## src/rtl/ram_port_arbiter.sv

```systemverilog
// Round-robin arbiter and access sequencer sharing one RAM port between the
// core (port 0) and the debug/loader master (port 1).
//
// state  | meaning
// IDLE   | no owner; arbitrate pending requests
// ACCESS | RAM selected for the latched owner, ACCESS_CYCLES cycles
// DONE   | ack pulse to the owner, RAM deselected
module ram_port_arbiter #(
    parameter int ADDR_W        = 12,
    parameter int DATA_W        = 4,
    parameter int ACCESS_CYCLES = 1
) (
    input  logic              i_clock,
    input  logic              i_reset,
    input  logic              i_req0,
    input  logic              i_req1,
    input  logic              i_we0,
    input  logic              i_we1,
    input  logic [ADDR_W-1:0] i_addr0,
    input  logic [ADDR_W-1:0] i_addr1,
    input  logic [DATA_W-1:0] i_wdata0,
    input  logic [DATA_W-1:0] i_wdata1,
    output logic              o_gnt0,
    output logic              o_gnt1,
    output logic              o_ack0,
    output logic              o_ack1,
    output logic [DATA_W-1:0] o_rdata0,
    output logic [DATA_W-1:0] o_rdata1,
    output logic              o_ram_cs,
    output logic              o_ram_we,
    output logic [ADDR_W-1:0] o_ram_addr,
    output logic [DATA_W-1:0] o_ram_wdata,
    input  logic [DATA_W-1:0] i_ram_rdata,
    output logic              o_busy
);

    typedef enum logic [1:0] {
        ST_IDLE   = 2'd0,
        ST_ACCESS = 2'd1,
        ST_DONE   = 2'd2
    } state_t;

    localparam logic [3:0] LP_LAST_CNT = ACCESS_CYCLES[3:0];

    state_t              r_state;
    logic [3:0]          r_cnt;
    logic                r_last;
    logic                r_owner;
    logic                r_we;
    logic                r_gnt0;
    logic                r_gnt1;
    logic                r_ack0;
    logic                r_ack1;
    logic                r_ram_cs;
    logic                r_ram_we;
    logic [ADDR_W-1:0]   r_ram_addr;
    logic [DATA_W-1:0]   r_ram_wdata;
    logic [DATA_W-1:0]   r_rdata0;
    logic [DATA_W-1:0]   r_rdata1;
    logic                r_busy;

    state_t              w_state_nxt;
    logic [3:0]          w_cnt_nxt;
    logic                w_last_nxt;
    logic                w_owner_nxt;
    logic                w_we_nxt;
    logic                w_gnt0_nxt;
    logic                w_gnt1_nxt;
    logic                w_ack0_nxt;
    logic                w_ack1_nxt;
    logic                w_ram_cs_nxt;
    logic                w_ram_we_nxt;
    logic [ADDR_W-1:0]   w_ram_addr_nxt;
    logic [DATA_W-1:0]   w_ram_wdata_nxt;
    logic [DATA_W-1:0]   w_rdata0_nxt;
    logic [DATA_W-1:0]   w_rdata1_nxt;
    logic                w_busy_nxt;
    logic                w_pick1;

    // On a tie the port that did not win last time gets the RAM.
    assign w_pick1 = i_req1 && (!i_req0 || !r_last);

    always_comb begin
        w_state_nxt     = r_state;
        w_cnt_nxt       = r_cnt;
        w_last_nxt      = r_last;
        w_owner_nxt     = r_owner;
        w_we_nxt        = r_we;
        w_ram_addr_nxt  = r_ram_addr;
        w_ram_wdata_nxt = r_ram_wdata;
        w_rdata0_nxt    = r_rdata0;
        w_rdata1_nxt    = r_rdata1;

        case (r_state)
            ST_IDLE: begin
                if (i_req0 || i_req1) begin
                    w_state_nxt     = ST_ACCESS;
                    w_cnt_nxt       = 4'd1;
                    w_last_nxt      = w_pick1;
                    w_owner_nxt     = w_pick1;
                    w_we_nxt        = w_pick1 ? i_we1    : i_we0;
                    w_ram_addr_nxt  = w_pick1 ? i_addr1  : i_addr0;
                    w_ram_wdata_nxt = w_pick1 ? i_wdata1 : i_wdata0;
                end
            end
            ST_ACCESS: begin
                if (r_cnt == LP_LAST_CNT) begin
                    w_state_nxt = ST_DONE;
                    if (!r_we) begin
                        if (r_owner) begin
                            w_rdata1_nxt = i_ram_rdata;
                        end else begin
                            w_rdata0_nxt = i_ram_rdata;
                        end
                    end
                end else begin
                    w_cnt_nxt = r_cnt + 4'd1;
                end
            end
            ST_DONE: begin
                w_state_nxt = ST_IDLE;
            end
            default: begin
                w_state_nxt = ST_IDLE;
            end
        endcase

        // Outputs are derived from the next state so they come straight off flops.
        w_busy_nxt   = (w_state_nxt != ST_IDLE);
        w_gnt0_nxt   = w_busy_nxt && !w_owner_nxt;
        w_gnt1_nxt   = w_busy_nxt &&  w_owner_nxt;
        w_ack0_nxt   = (w_state_nxt == ST_DONE) && !w_owner_nxt;
        w_ack1_nxt   = (w_state_nxt == ST_DONE) &&  w_owner_nxt;
        w_ram_cs_nxt = (w_state_nxt == ST_ACCESS);
        w_ram_we_nxt = w_ram_cs_nxt && w_we_nxt;
    end

    always_ff @(posedge i_clock) begin
        if (i_reset) begin
            r_state     <= ST_IDLE;
            r_cnt       <= 4'd0;
            r_last      <= 1'b1;
            r_owner     <= 1'b0;
            r_we        <= 1'b0;
            r_gnt0      <= 1'b0;
            r_gnt1      <= 1'b0;
            r_ack0      <= 1'b0;
            r_ack1      <= 1'b0;
            r_ram_cs    <= 1'b0;
            r_ram_we    <= 1'b0;
            r_ram_addr  <= '0;
            r_ram_wdata <= '0;
            r_rdata0    <= '0;
            r_rdata1    <= '0;
            r_busy      <= 1'b0;
        end else begin
            r_state     <= w_state_nxt;
            r_cnt       <= w_cnt_nxt;
            r_last      <= w_last_nxt;
            r_owner     <= w_owner_nxt;
            r_we        <= w_we_nxt;
            r_gnt0      <= w_gnt0_nxt;
            r_gnt1      <= w_gnt1_nxt;
            r_ack0      <= w_ack0_nxt;
            r_ack1      <= w_ack1_nxt;
            r_ram_cs    <= w_ram_cs_nxt;
            r_ram_we    <= w_ram_we_nxt;
            r_ram_addr  <= w_ram_addr_nxt;
            r_ram_wdata <= w_ram_wdata_nxt;
            r_rdata0    <= w_rdata0_nxt;
            r_rdata1    <= w_rdata1_nxt;
            r_busy      <= w_busy_nxt;
        end
    end

    assign o_gnt0      = r_gnt0;
    assign o_gnt1      = r_gnt1;
    assign o_ack0      = r_ack0;
    assign o_ack1      = r_ack1;
    assign o_rdata0    = r_rdata0;
    assign o_rdata1    = r_rdata1;
    assign o_ram_cs    = r_ram_cs;
    assign o_ram_we    = r_ram_we;
    assign o_ram_addr  = r_ram_addr;
    assign o_ram_wdata = r_ram_wdata;
    assign o_busy      = r_busy;

endmodule
```

## config.mk

```make
export PLATFORM = sky130hd
export DESIGN_NAME = ram_port_arbiter
export DESIGN_NICKNAME = d
export VERILOG_FILES = /design/src/rtl/ram_port_arbiter.sv
export SDC_FILE = /design/constraint.sdc
export NUM_CORES = 1
export LEC_CHECK = 0
export BUFFER_PORTS_ARGS = -buffer_cell sky130_fd_sc_hd__buf_2
export CAP_MARGIN = 20
export CORE_MARGIN = 2
export CORE_UTILIZATION = 50
export CTS_CLUSTER_SIZE = 12
export DETAILED_ROUTE_END_ITERATION = 7
export GPL_TIMING_DRIVEN = 0
export HOLD_SLACK_MARGIN = 0.06
export PLACE_DENSITY_LB_ADDON = 0.05
export SLEW_MARGIN = 30
export SYNTH_ARGS = -nofsm -noshare
export SYNTH_HDL_FRONTEND = slang
export SYNTH_SLANG_ARGS = --single-unit
```

## constraint.sdc

```tcl
create_clock -name i_clock -period 4.2 [get_ports i_clock]
set_clock_uncertainty 0.15 [all_clocks]
set_input_delay 0.42 -clock i_clock [delete_from_list [all_inputs] [get_ports i_clock]]
set_output_delay 0.42 -clock i_clock [all_outputs]
set_load 0.02 [all_outputs]
```

Word-level counts from Yosys, hierarchy flattened

Index checks and enable logic that the tools add are counted.
Widths: inputs -> output; s select.

Add/sub/neg operators: 1
Multipliers: 0
Div/mod/pow operators: 0
Magnitude comparators: 0
Equal/unequal tests: 6
Shifts and indexed selects: 0
Muxes and demuxes: 13
Bitwise operators: 2
Reduce and logical (&&, ||, !) cells: 18

Operators by type and width:

| operator            | number |
|---|---|
| $mux 12             | 1 |
| $mux 4              | 3 |
| $pmux 4 s2          | 1 |
| $reduce_and 4->1    | 2 |
| $logic_and 1x1->1   | 6 |
| $mux 1              | 5 |
| $add 4x1->4 const B | 1 |
| $eq 2x1->1 const B  | 2 |
| $eq 4x1->1 const B  | 1 |
| $mux 2              | 2 |
| $ne 2x2->1 const B  | 2 |
| $pmux 2 s2          | 1 |
| $reduce_bool 2->1   | 2 |
| $logic_not 1->1     | 3 |
| $reduce_and 3->1    | 1 |
| $eq 2x2->1 const B  | 1 |
| $logic_not 2->1     | 1 |
| $logic_or 1x1->1    | 2 |
| $not 1->1           | 2 |
| $reduce_and 2->1    | 1 |

Register bits after elaboration: 40
Latch bits: 0
Bits in writable memories: 0
Memory bits (read-only): 0
Bits of input ports: 42
Output and inout port bits: 31
Memories kept: 0

Longest topological paths before layout

Depth after elaboration: 7
Depth in mapped cells: 6
Depth with buffers taken out: 5

Worst setup path after synthesis

No wires, ideal clock.

Path kind: reg2reg
Start: register r_cnt[0]
End: register r_ack1 (netlist: o_ack1)
Data arrival time: 1459 ps
Data required time: 3985 ps
Setup slack: 2525 ps
Cell stages (with the launch flop): 6
Buffers on the path: 1
Period minus slack after synthesis: 1675 ps
Path through: dfxtp_1 ha_1 or3b_4 buf_6 or3_4 nor2_1

Longest elaborated chain between the ends: 5

RTL lines:

| item                   | line | RTL |
|---|---|---|
| from (decl)            | 46   | `logic [3:0] r_cnt;` |
| from (signal assigned) | 158  | `r_cnt <= w_cnt_nxt;` |
| $eq 4x1->1             | 107  | `if (r_cnt == LP_LAST_CNT) begin` |
| $mux 2                 | 107  |  |
| $pmux 2 s2             | 94   | `case (r_state)` |
| $eq 2x2->1             | 133  | `w_ack1_nxt = (w_state_nxt == ST_DONE) && w_owner_nxt;` |
| $logic_and 1x1->1      | 133  |  |
| to (signal assigned)   | 165  | `r_ack1 <= w_ack1_nxt;` |
| to (decl)              | 53   | `logic r_ack1;` |

Every way passes these cells.
A chain may end at the register's enable or synchronous reset.

Final worst setup path

Start: register r_cnt[1]
End: register r_ack1 (netlist: o_ack1)

The elaborated chain is that of the path after synthesis.

==> summary.md <==
| Metric | Value |
|---|---|
| Port Buffer Count | `71` |
| Via/cell ratio | `5.32` |
| Met3 wire len | `208 um` |
| Post-CTS setup buffer count | `0` |
| Commonest cells after routing, fill and taps aside | `75 x buf_2, 40 x dfxtp_1, 32 x nand2_1, 28 x a21oi_1, 16 x a311oi_1` |
| Syn Nets | `239` |
| CP peak stage delay | `0.39 ns` |
| Final antenna diode count | `0` |
| Post-synthesis cell count | `195` |
| Flops & latches, synth | `40` |
| Max-cap violations | `0` |
| Die W | `62.2 um` |
| Area grow syn2layout | `28.9%` |
| WHS Endpoint | `o_ram_addr[8]` |
| Commonest non-fill, non-tap cell in the layout | `buf_2` |
| DR iter-0 viols | `76` |
| Post_cts resized | `0` |
| Worst r2r dst | `o_ack1` |
| Hold depth | `3` |
| Worst Path Arrival | `1.94 ns` |
| Routed WL per cell | `12.2 um` |
| Final setup violation count | `0` |
| CTS tree | `yes` |
| DR pass1 iterations | `4` |
| Final Max Slew Viols | `0` |
| Gr usage total | `0.219` |
| Clk sinks | `40` |
| Routed via count | `1702` |
| Clock-pin slew on the worst setup and hold paths | `0.12 ns` |
| Rows | `21` |
| DR WL met2 | `1880 um` |
| Core Region | `0.00328 mm^2` |
| Detailed placement HPWL | `2890 um` |
| Fin. Hold Viols | `0` |
| # IOs | `73` |
| Met1 wire length | `1770 um` |
| CP Launch Type | `register` |
| Starting Density | `0.516` |
| Hold WC Path Type | `in -> reg` |
| DRT antenna net count | `0` |
| Die ar. | `0.00387 mm^2` |
| Max VDD drop | `0.223 mV` |
| DRC | `0` |
| Sequential fraction of the synthesis area | `0.473` |
| Slew headroom | `0.569` |
| Worst-Margin Slew | `0.637 ns` |
| Setup TNS | `0 ns` |
| Pre-CTS setup slack | `2.34 ns` |
| Crit path cell chain | `inv_1 -> ha_1 -> or3b_4 -> buf_6 -> or3_4 -> nor2_1` |
| Total CTS buffers | `5` |
| Final net count | `317` |
| Mean Syn Cell Area | `8.69 um^2` |
| Max Clock Freq | `0.553 GHz` |
| RSZ-0062 raised after global routing | `no` |
| Synthesized cell area | `0.00169 mm^2` |
| Clock Latency Late Sink | `0.34 ns` |
| Max Used Layer | `met4` |
| Fin crit share | `0.431` |
| Number of global-route vias before repair | `1601` |
| Share of layout cells above drive strength 1 | `0.325` |
| Pin count of the biggest net entering global routing | `13` |
| Post-Route WL | `3910 um` |
| Leak | `0.980 nW` |
| PD cells | `412 mW/mm^2` |
| CTS HTree Levels | `2` |
| Hold bufs inserted after CTS | `0` |
| CP Capture Type | `register` |
| Setup ws final | `2.39 ns` |
| CP required | `4.33 ns` |
| Yosys cell types | `36` |
| CTS root buffer | `clkbuf_4` |
| Gpl congestion | `0.729` |
| Initial antenna violation count | `0` |
| Startpoint of the worst hold path | `i_addr1[8]` |
| Outcome | `completed` |
| Crit path max fanout | `10` |
| Slowest cell on crit path | `or3b_4` |
| Global-route wire length before repair | `6940 um` |
| Reg-to-Reg Start | `r_cnt[1]` |
| FF-to-FF setup slack | `2.39 ns` |
| Warnings, synthesis | `0` |
| Grt total ovfl | `0` |
| Die height | `62.2 um` |
| Crit Path Class | `reg -> reg` |
| Clk buf depth | `2` |
| Reg2reg path depth | `6` |
| Minimum clock period | `1.81 ns` |
-- critical path: cells and delay by family, from the launching register on --
family / cells / cell delay (ns)
adders and majority gates: 1 / 0.16
buffers and inverters: 2 / 0.23
DFF: 1 / 0.35
and+or+nand+nor: 3 / 0.86
-- cells by family after synthesis --
family,after synthesis,share of synthesized area
buf+inv,19,0.0495
fa+ha+maj,2,0.0148
flops,40,0.473
simple gates,67,0.199
compound gates,66,0.258
mux,1,0.00591
-- cells in the mapped netlist, drive strengths merged --
| cell | count | area share |
|---|---|---|
| dfxtp | 40 | 0.47 |
| nand2 | 32 | 0.071 |
| a21oi | 28 | 0.083 |
| a311oi | 16 | 0.083 |
| o21ai | 11 | 0.032 |
| clkbuf | 9 | 0.020 |
| nand3 | 9 | 0.027 |
| nor2 | 9 | 0.020 |
| buf | 5 | 0.018 |
| inv | 5 | 0.011 |
| or3 | 3 | 0.014 |
| a211oi | 2 | 0.0089 |
| a221o | 2 | 0.012 |
| a22oi | 2 | 0.0089 |
| ha | 2 | 0.015 |
| nor2b | 2 | 0.0074 |
| or3b | 2 | 0.012 |
| a2111oi | 1 | 0.0089 |
| a21bo | 1 | 0.0059 |
| a21boi | 1 | 0.0066 |
| a21o | 1 | 0.0044 |
| a22o | 1 | 0.0052 |
| and2 | 1 | 0.0037 |
| mux2i | 1 | 0.0059 |
| nand2b | 1 | 0.0052 |
| nand4bb | 1 | 0.0066 |
| nor3 | 1 | 0.0030 |
| nor3b | 1 | 0.0044 |
| nor4b | 1 | 0.0052 |
| nor4bb | 1 | 0.0059 |
| or2 | 1 | 0.0037 |
| or4 | 1 | 0.0044 |
| or4b | 1 | 0.0059 |
-- how the worst max path moves through the flow --
stage / slack [ns] / cells past startpoint / to / start
5_1_grt: 2.29 / 6 / r_cnt[0] / r_cnt[1]
3_3_place_gp: 2.35 / 5 / o_ram_we / i_req0
3_5_place_dp: 2.34 / 5 / o_ram_we / i_req0
6_report: 2.39 / 6 / o_ack1 / r_cnt[1]
4_1_cts: 2.38 / 6 / o_ack1 / r_cnt[1]
2_1_floorplan: 2.53 / 5 / o_ack1 / r_cnt[0]
-- area by class of cell --
type | count | area (um^2)
buffer | 14 | 65.1
sequential | 40 | 801
fill | 313 | 1100
multi-input combinational | 136 | 810
clock inverter | 2 | 35.0
clock buffer | 6 | 41.3
inverter | 5 | 18.8
timing repair buffer | 71 | 355
tap | 46 | 57.6
-- state kept, by name, summed over array words and instances, names as in the netlist --
signal,flops
r_state,2
o_ram_wdata,4
o_rdata1,4
o_gnt1,1
o_gnt0,1
o_ram_addr,12
r_we,1
r_last,1
o_ack0,1
o_ack1,1
r_owner,1
o_ram_we,1
o_rdata0,4
r_cnt,4
o_busy,1
o_ram_cs,1
-- per-stage QoR --
stage	cells	total power (W)	hold WS, ns	utilization	cell area (um^2)
after global routing	320	0.000956	0.170	0.665	2180
after floorplan	195	0.000590	0.318	-	1690
after detailed placement	312	0.000665	0.317	0.642	2110
final	320	0.000900	0.179	0.665	2180
after CTS	320	0.000907	0.166	0.665	2180
after global placement	312	0.000663	0.309	0.642	2110
-- per-layer routing --
metal / vias up / track usage
li1: 865 / -
met1: 776 / 0.273
met2: 54 / 0.375
met3: 7 / 0.0489
met4: 0 / 0.0750
met5: - / 0
-- power by group --
part | switching (W) | leakage, nW | internal [W]
clock | 0.000120 | 0.0422 | 0.000125
sequential | 0.0000220 | 0.329 | 0.000415
combinational | 0.000132 | 0.608 | 0.0000864
total | 0.000274 | 0.980 | 0.000626
Power figures use the tool's default switching activity.
